File: src/rtl/uart_tx_arbiter.sv
// uart_tx_arbiter: round-robin sharing of one uart_tx; define UART_ARB_TIMEOUT_EN for the WAIT timeout and sticky err_timeout
module uart_tx_arbiter #(
  parameter int N_REQ          = 4,
  parameter int DATA_W         = 8,
  parameter int GAP_CYCLES     = 2,
  parameter int TIMEOUT_CYCLES = 60000
) (
  input  logic                       clk,
  input  logic                       reset,
  input  logic [N_REQ-1:0]           req_valid,
  input  logic [N_REQ*DATA_W-1:0]    req_data,
  output logic [N_REQ-1:0]           req_ready,
  output logic                       tx_start,
  output logic [DATA_W-1:0]          tx_data,
  input  logic                       tx_done,
  output logic                       busy,
  output logic [$clog2(N_REQ)-1:0]   grant_id
`ifdef UART_ARB_TIMEOUT_EN
  ,
  output logic                       err_timeout
`endif
);
  localparam int IW = $clog2(N_REQ);
  localparam int GW = GAP_CYCLES > 0 ? $clog2(GAP_CYCLES + 1) : 1;
  typedef enum logic [1:0] {IDLE, START, WAIT, GAP} state_t;
  state_t state;
  logic [GW-1:0] gap_cnt;
  logic hit;
  logic [IW-1:0] win, cand;
  logic [DATA_W-1:0] win_data;
`ifdef UART_ARB_TIMEOUT_EN
  localparam int TW = $clog2(TIMEOUT_CYCLES + 1);
  logic [TW-1:0] wait_cnt;
`endif
  if (N_REQ < 2 || TIMEOUT_CYCLES < 1) begin : g_bad_cfg
    $error("uart_tx_arbiter: N_REQ must be >= 2 and TIMEOUT_CYCLES >= 1");
  end
  always_comb begin
    hit = 1'b0;
    win = grant_id;
    cand = '0;
    win_data = '0;
    for (int k = 1; k <= N_REQ; k++) begin
      cand = IW'((int'(grant_id) + k) % N_REQ);
      if (!hit && req_valid[cand]) begin
        hit = 1'b1;
        win = cand;
      end
    end
    for (int i = 0; i < N_REQ; i++)
      if (IW'(i) == win) win_data = req_data[i*DATA_W +: DATA_W];
    req_ready = (state == IDLE && hit) ? N_REQ'(1) << win : '0;
  end
  always_ff @(posedge clk) begin
    if (reset) begin
      state <= IDLE;
      tx_start <= 1'b0;
      tx_data <= '0;
      busy <= 1'b0;
      grant_id <= IW'(N_REQ - 1);
      gap_cnt <= '0;
`ifdef UART_ARB_TIMEOUT_EN
      wait_cnt <= '0;
      err_timeout <= 1'b0;
`endif
    end else begin
      tx_start <= 1'b0;
      case (state)
        IDLE: if (hit) begin
          tx_data <= win_data;
          grant_id <= win;
          tx_start <= 1'b1;
          busy <= 1'b1;
          state <= START;
        end
        START: begin
          state <= WAIT;
`ifdef UART_ARB_TIMEOUT_EN
          wait_cnt <= '0;
`endif
        end
        WAIT: if (tx_done) begin
          state <= GAP_CYCLES == 0 ? IDLE : GAP;
          busy <= GAP_CYCLES != 0;
          gap_cnt <= GW'(GAP_CYCLES - 1);
        end
`ifdef UART_ARB_TIMEOUT_EN
        else if (wait_cnt == TW'(TIMEOUT_CYCLES - 1)) begin
          state <= IDLE;
          busy <= 1'b0;
          err_timeout <= 1'b1;
        end else wait_cnt <= wait_cnt + 1'b1;
`endif
        GAP: if (gap_cnt == '0) begin
          state <= IDLE;
          busy <= 1'b0;
        end else gap_cnt <= gap_cnt - 1'b1;
      endcase
    end
  end
endmodule

File: config.mk
export PLATFORM = sky130hd
export DESIGN_NAME = uart_tx_arbiter
export DESIGN_NICKNAME = d
export VERILOG_FILES = /design/src/rtl/uart_tx_arbiter.sv
export SDC_FILE = /design/constraint.sdc
export NUM_CORES = 1
export LEC_CHECK = 0
export BUFFER_PORTS_ARGS = -buffer_cell sky130_fd_sc_hd__buf_2
export CAP_MARGIN = 40
export CORE_UTILIZATION = 50
export DETAILED_ROUTE_END_ITERATION = 16
export PLACE_DENSITY = 0.83
export REMOVE_ABC_BUFFERS = 1
export SYNTH_ARGS = -nofsm -noshare
export SYNTH_HDL_FRONTEND = slang
export SYNTH_SLANG_ARGS = --single-unit
export TNS_END_PERCENT = 50
File: constraint.sdc
create_clock -name clk -period 5.6 [get_ports clk]
set_clock_uncertainty 0.1 [all_clocks]
set_input_delay 0.84 -clock clk [delete_from_list [all_inputs] [get_ports clk]]
set_output_delay 0.84 -clock clk [all_outputs]
set_load 0.01 [all_outputs]
# [Word-level counts from Yosys, hierarchy flattened]
# Index checks and enable logic that the tools add are counted.
[word_totals] register_bits=16 latch_bits=0 mem_bits_rw=0 rom_bits=0 in_bits=39 mem_count=0
[classes] add_sub_neg=5 multipliers=0 div=0 n_lt_le_gt_ge=4 eq_ne=10 shift=1 n_mux=33 bitwise_logic=1 n_reduce_logical=17
[ops] cell="$mux 8" n=4
[ops] cell="$mux 2" n=9
[ops] cell="$lt 2x3->1 const B" n=4
[ops] cell="$mux 1" n=12
[ops] cell="$bmux 1 s2" n=4
[ops] cell="$ne 2x2->1 const B" n=4
[ops] cell="$pmux 2 s4" n=1
[ops] cell="$logic_not 2->1" n=3
[ops] cell="$reduce_and 3->1" n=2
[ops] cell="$add 2x1->2 const B" n=2
[ops] cell="$add 2x2->2 const B" n=2
[ops] cell="$eq 2x2->1 const A" n=2
[ops] cell="$eq 2x2->1 const B" n=2
[ops] cell="$logic_and 1x1->1" n=4
[ops] cell="$mux 4" n=1
[ops] cell="$pmux 2 s2" n=1
[ops] cell="$reduce_and 4->1" n=1
[ops] cell="$shl 1x2->4 const A" n=1
[ops] cell="$logic_not 1->1" n=3
[ops] cell="$pmux 1 s3" n=1
[ops] cell="$reduce_bool 3->1" n=1
[ops] cell="$eq 1x2->1 const A" n=1
[ops] cell="$eq 2x1->1 const B" n=1
[ops] cell="$reduce_and 2->1" n=1
[ops] cell="other kinds (4)" n=4

# [Logic depth before layout (Yosys ltp)]
[depth] ltp_word=18 mapped_depth=7 ltp_nobuf=7

# [Least setup slack after synthesis]
# No wires, ideal clock.
[synth_path] kind="input to output" startpoint="in req_valid[1]" endpoint="out req_ready[0]" arrival_ns=1.915 required_ns=4.660 slack_ns=2.745 stages=6 cell_sequence="buf_2 -> o21a_1 -> o21ai_1 -> nand2_2 -> buf_4 -> and3_1"
[synth_between] elab_chain_cells=14 word_cells_on_any_way=25 classes_between="1 x shift; 17 x mux; 7 x reduce/logical"
[synth_lines] element="start, declared" line="10" text="input logic [N_REQ-1:0] req_valid,"
[synth_lines] element="$bmux 1 s2" line="45" text="if (!hit && req_valid[cand]) begin"
[synth_lines] element="$mux 1 (implied by the code)" line="45"
[synth_lines] element="$mux 1" line="45"
[synth_lines] element="$logic_not 1->1" line="45"
[synth_lines] element="$logic_and 1x1->1" line="45"
[synth_lines] element="$mux 1" line="45"
[synth_lines] element="$logic_not 1->1" line="45"
[synth_lines] element="$logic_and 1x1->1" line="45"
[synth_lines] element="$mux 1" line="45"
[synth_lines] element="$logic_not 1->1" line="45"
[synth_lines] element="$logic_and 1x1->1" line="45"
[synth_lines] element="$mux 2 / $mux 1 (equally long branches)" line="45"
[synth_lines] element="$shl 1x2->4 / $logic_and 1x1->1 (equally long branches)" line="52" text="req_ready = (state == IDLE && hit) ? N_REQ'(1) << win : '0;"
[synth_lines] element="$mux 4 (*)" line="52"
[synth_lines] element="end, declared" line="12" text="output logic [N_REQ-1:0] req_ready,"
# Every way passes the cells marked *; elsewhere a longest branch is shown, timed or not. The select of a mux whose other input is x is not followed.

# [Worst setup path after layout]
[layout_path] startpoint="in req_valid[3]" endpoint="out req_ready[0]"
# Same word-level chain as after synthesis.

==> results by group <==
Placed design
  – Port Buffers: between 50 and 60
  – Post-detail-place hpwl: approximately 2400 um
  – GP Congestion: 0.859
  – Placed insts: 221

Timing
  – Fin Setup TNS: 0 ns
  – Worst-Margin Slew: 0.739 ns
  – Slew HR: 0.508
  – Hold slack: 0.410 ns
  – Final Hold Fails: 0
  – RSZ-0062 raised after global routing: no
  – Final setup fails: 0
  – Tcrit/Tclk final: 0.564
  – Fmax: about 0.32 GHz
  – Final min period: approximately 3.2 ns
  – Fin. max-slew vios: 0

Global route
  – Largest net degree at the start of global routing: 17
  – Gr usage total: 0.264
  – Grt total ovfl: 0
  – Global-route wire length before repair: about 5200 um
  – Antenna violations before repair: 0
  – Vias in the first global route: ~1,300

Synthesis
  – Top cells by instance count after synthesis: dfxtp_1 (16), nor2_1 (13), inv_1 (12)
  – Area leader, netlist: dfxtp_1
  – Post-synth EDFFs: 0
  – Most numerous cell in the Yosys netlist: dfxtp_1
  – Syn Inst Count: about 150
  – Async SR Flop Fraction: 0
  – Largest family of logic cells by synthesized area: compound AO/OA/AOI/OAI gates
  – Synth Flop Type: dfxtp_1
  – Post-synthesis adder-cell area fraction: 0.0520
  – Syn Area/Cell: approximately 8.1 sq um
  – Synth top area share: 0.266
  – Seq/Total Area, Yosys: 0.266
  – Compound-Gate Fraction of Synth Area: 0.337
  – Synth area leaders: dfxtp_1 (27%), ha_1 (5.2%), nor2_1 (4.1%)
  – Simple-gate portion of the synthesized area: 0.227
  – Cell Area, Synth: 1200 sq um
  – Post-synthesis sequential element count: 16
  – Post-synthesis xor/xnor area fraction: 0
  – Synth cell types: between 40 and 50
  – Post-synthesis mux area share: 0.0249
  – Warnings, synthesis: 0

Final layout
  – Layout Nets: between 200 and 250
  – Synth-to-Final Area Change: 23.4%
  – Finished Layout Cells: ~230
  – Reg area: 320 sq um
  – N_diodes: 0
  – Area occupied by multi-input gates: 771 sq um
  – Fillers: between 200 and 250
  – Util after Layout: 0.665
  – Layout cells sized above 1: 0.345

Die
  – I/O pin cnt: between 50 and 60
  – Placeable Area: ~2200 sq um
  – Chip width: roughly 51 um
  – Die area: roughly 2600 sq um
  – FP Rows: 17
  – Die Span Y: 51.1 um
  – Initial Util: 0.539

Status
  – Status: finished, final reports clean

Pwr
  – Worst VDD drop: ~0.00035 V
  – PwrDens: 473 nW/um^2
  – Power, Total: 702 uW
  – Leakage dissipation: just over 0.7 nW

Detailed routing
  – DR DRC count: 0
  – Pre-Repair DR Iteration Count: 5
  – DR iter-0 viols: 27
  – WL final: 3190 um
  – Via density: 5.91
  – Avg WL per Cell: around 14 um
  – ANT nets after route: 0
  – Detailed-route via count: 1,329

Critical path
  – Largest fanout on the critical path: 14
  – Crit start category: input pin
  – Worst R2R Path Depth: 5
  – WP data arrival: between 2 and 2.5 ns
  – CP required: between 4 and 5 ns
  – Crit end category: primary output
  – Reg-to-reg endpoint: tx_data[2]
  – WS Path Type: input pin to primary output
  – Register-to-register setup slack: roughly 3.4 ns
  – R2r startpoint: grant_id[1]

Min path
  – Hold EP: tx_data[3]
  – Hold depth: 2
  – Hold Startpoint: tx_data[3]
  – Hold WC Path Type: register to register

Run
  – MaxCap Viol Count: 0

Clocking
  – Worst skew pair latency: approximately 0.30 ns
  – TritonCTS Buffers: 3
  – CTS tree: yes
  – Reg clk slew, reported paths: 0.10 ns
  – H-tree depth: 1
  – Longest Clk Path Bufs: 2
  – Cts repair resizes: 0
  – CTS root buf: clkbuf_4
  – CTS Hold Bufs: 0
  – Clk sinks: 16
  – Setup bufs post-CTS: 0
[flip-flops by register name, indices dropped and copies added (netlist names)]
register,cells
grant_id,2
tx_start,1
busy,1
gap_cnt,2
tx_data,8
state,2
[critical path, cell delays in order]
cell and delay (ns):
buf_2 0.21, nand2_1 0.12, a31oi_1 0.41, nand2_2 0.26
and3_1 0.24, buf_2 0.13
[report_power, final]
group / internal (mW) / switching, mW / total [mW] / leakage [nW]
clock network: 0.0397 / 0.0406 / 0.0803 / 0.0210
registers: 0.162 / 0.0427 / 0.205 / 0.133
logic: 0.179 / 0.238 / 0.417 / 0.554
[per-layer routing]
metal	part of all wire	up-vias	routed length (um)	GRT usage
met5	0	-	0	0
met4	0.014	0	45	0.0880
met3	0.053	6	169	0.0625
met2	0.53	50	1680	0.498
met1	0.40	625	1290	0.283
li1	-	648	-	-
[cells by family after synthesis]
group	Yosys count
AO/OA/AOI/OAI	51
adder cells (fa/ha/maj)	5
buffers and inverters	23
flip-flops	16
multiplexers	3
AND/OR/NAND/NOR	51
[cells in the final DEF (no fill, tap or decap), types with 4 or more instances in the layout]
| master | netlist | routed |
|---|---|---|
| o21ai_0 | 4 | 4 |
| nand3_1 | 6 | 6 |
| buf_2 | 5 | 54 |
| dfxtp_1 | 16 | 16 |
| nand3b_1 | 6 | 6 |
| ha_1 | 5 | 5 |
| inv_1 | 12 | 12 |
| nand2_1 | 9 | 9 |
| and3_1 | 4 | 4 |
| a21oi_1 | 8 | 8 |
| a221oi_1 | 5 | 5 |
| nor2_1 | 13 | 13 |
| a311oi_1 | 4 | 4 |
[how the worst max path moves through the flow]
| stage | startpoint | end | slack, ns | depth (start not counted) |
|---|---|---|---|---|
| 6_report | req_valid[3] | req_ready[0] | 2.44 | 6 |
| 5_1_grt | req_valid[3] | req_ready[0] | 2.30 | 6 |
| 4_1_cts | req_valid[3] | req_ready[0] | 2.45 | 6 |
| 3_5_place_dp | req_valid[3] | req_ready[0] | 2.46 | 6 |
| 3_3_place_gp | req_valid[3] | req_ready[0] | 2.50 | 6 |
| 2_1_floorplan | req_valid[1] | req_ready[3] | 2.70 | 4 |
[cell type report]
class / count / share of cell area
clock buffer: 4 / 0.0244
inverter: 12 / 0.0303
sequential: 16 / 0.216
multi-input combinational: 110 / 0.519
timing repair buffer: 55 / 0.187
tap: 28 / 0.0236
[per-stage QoR]
step	instance area (sq um)	setup slack (ns)
floorplan	1140	2.70
global placement	1450	2.50
detailed placement	1450	2.46
CTS	1490	2.45
global route	1490	2.30
finish	1490	2.44
No activity file was read; power rests on OpenSTA's default activity.
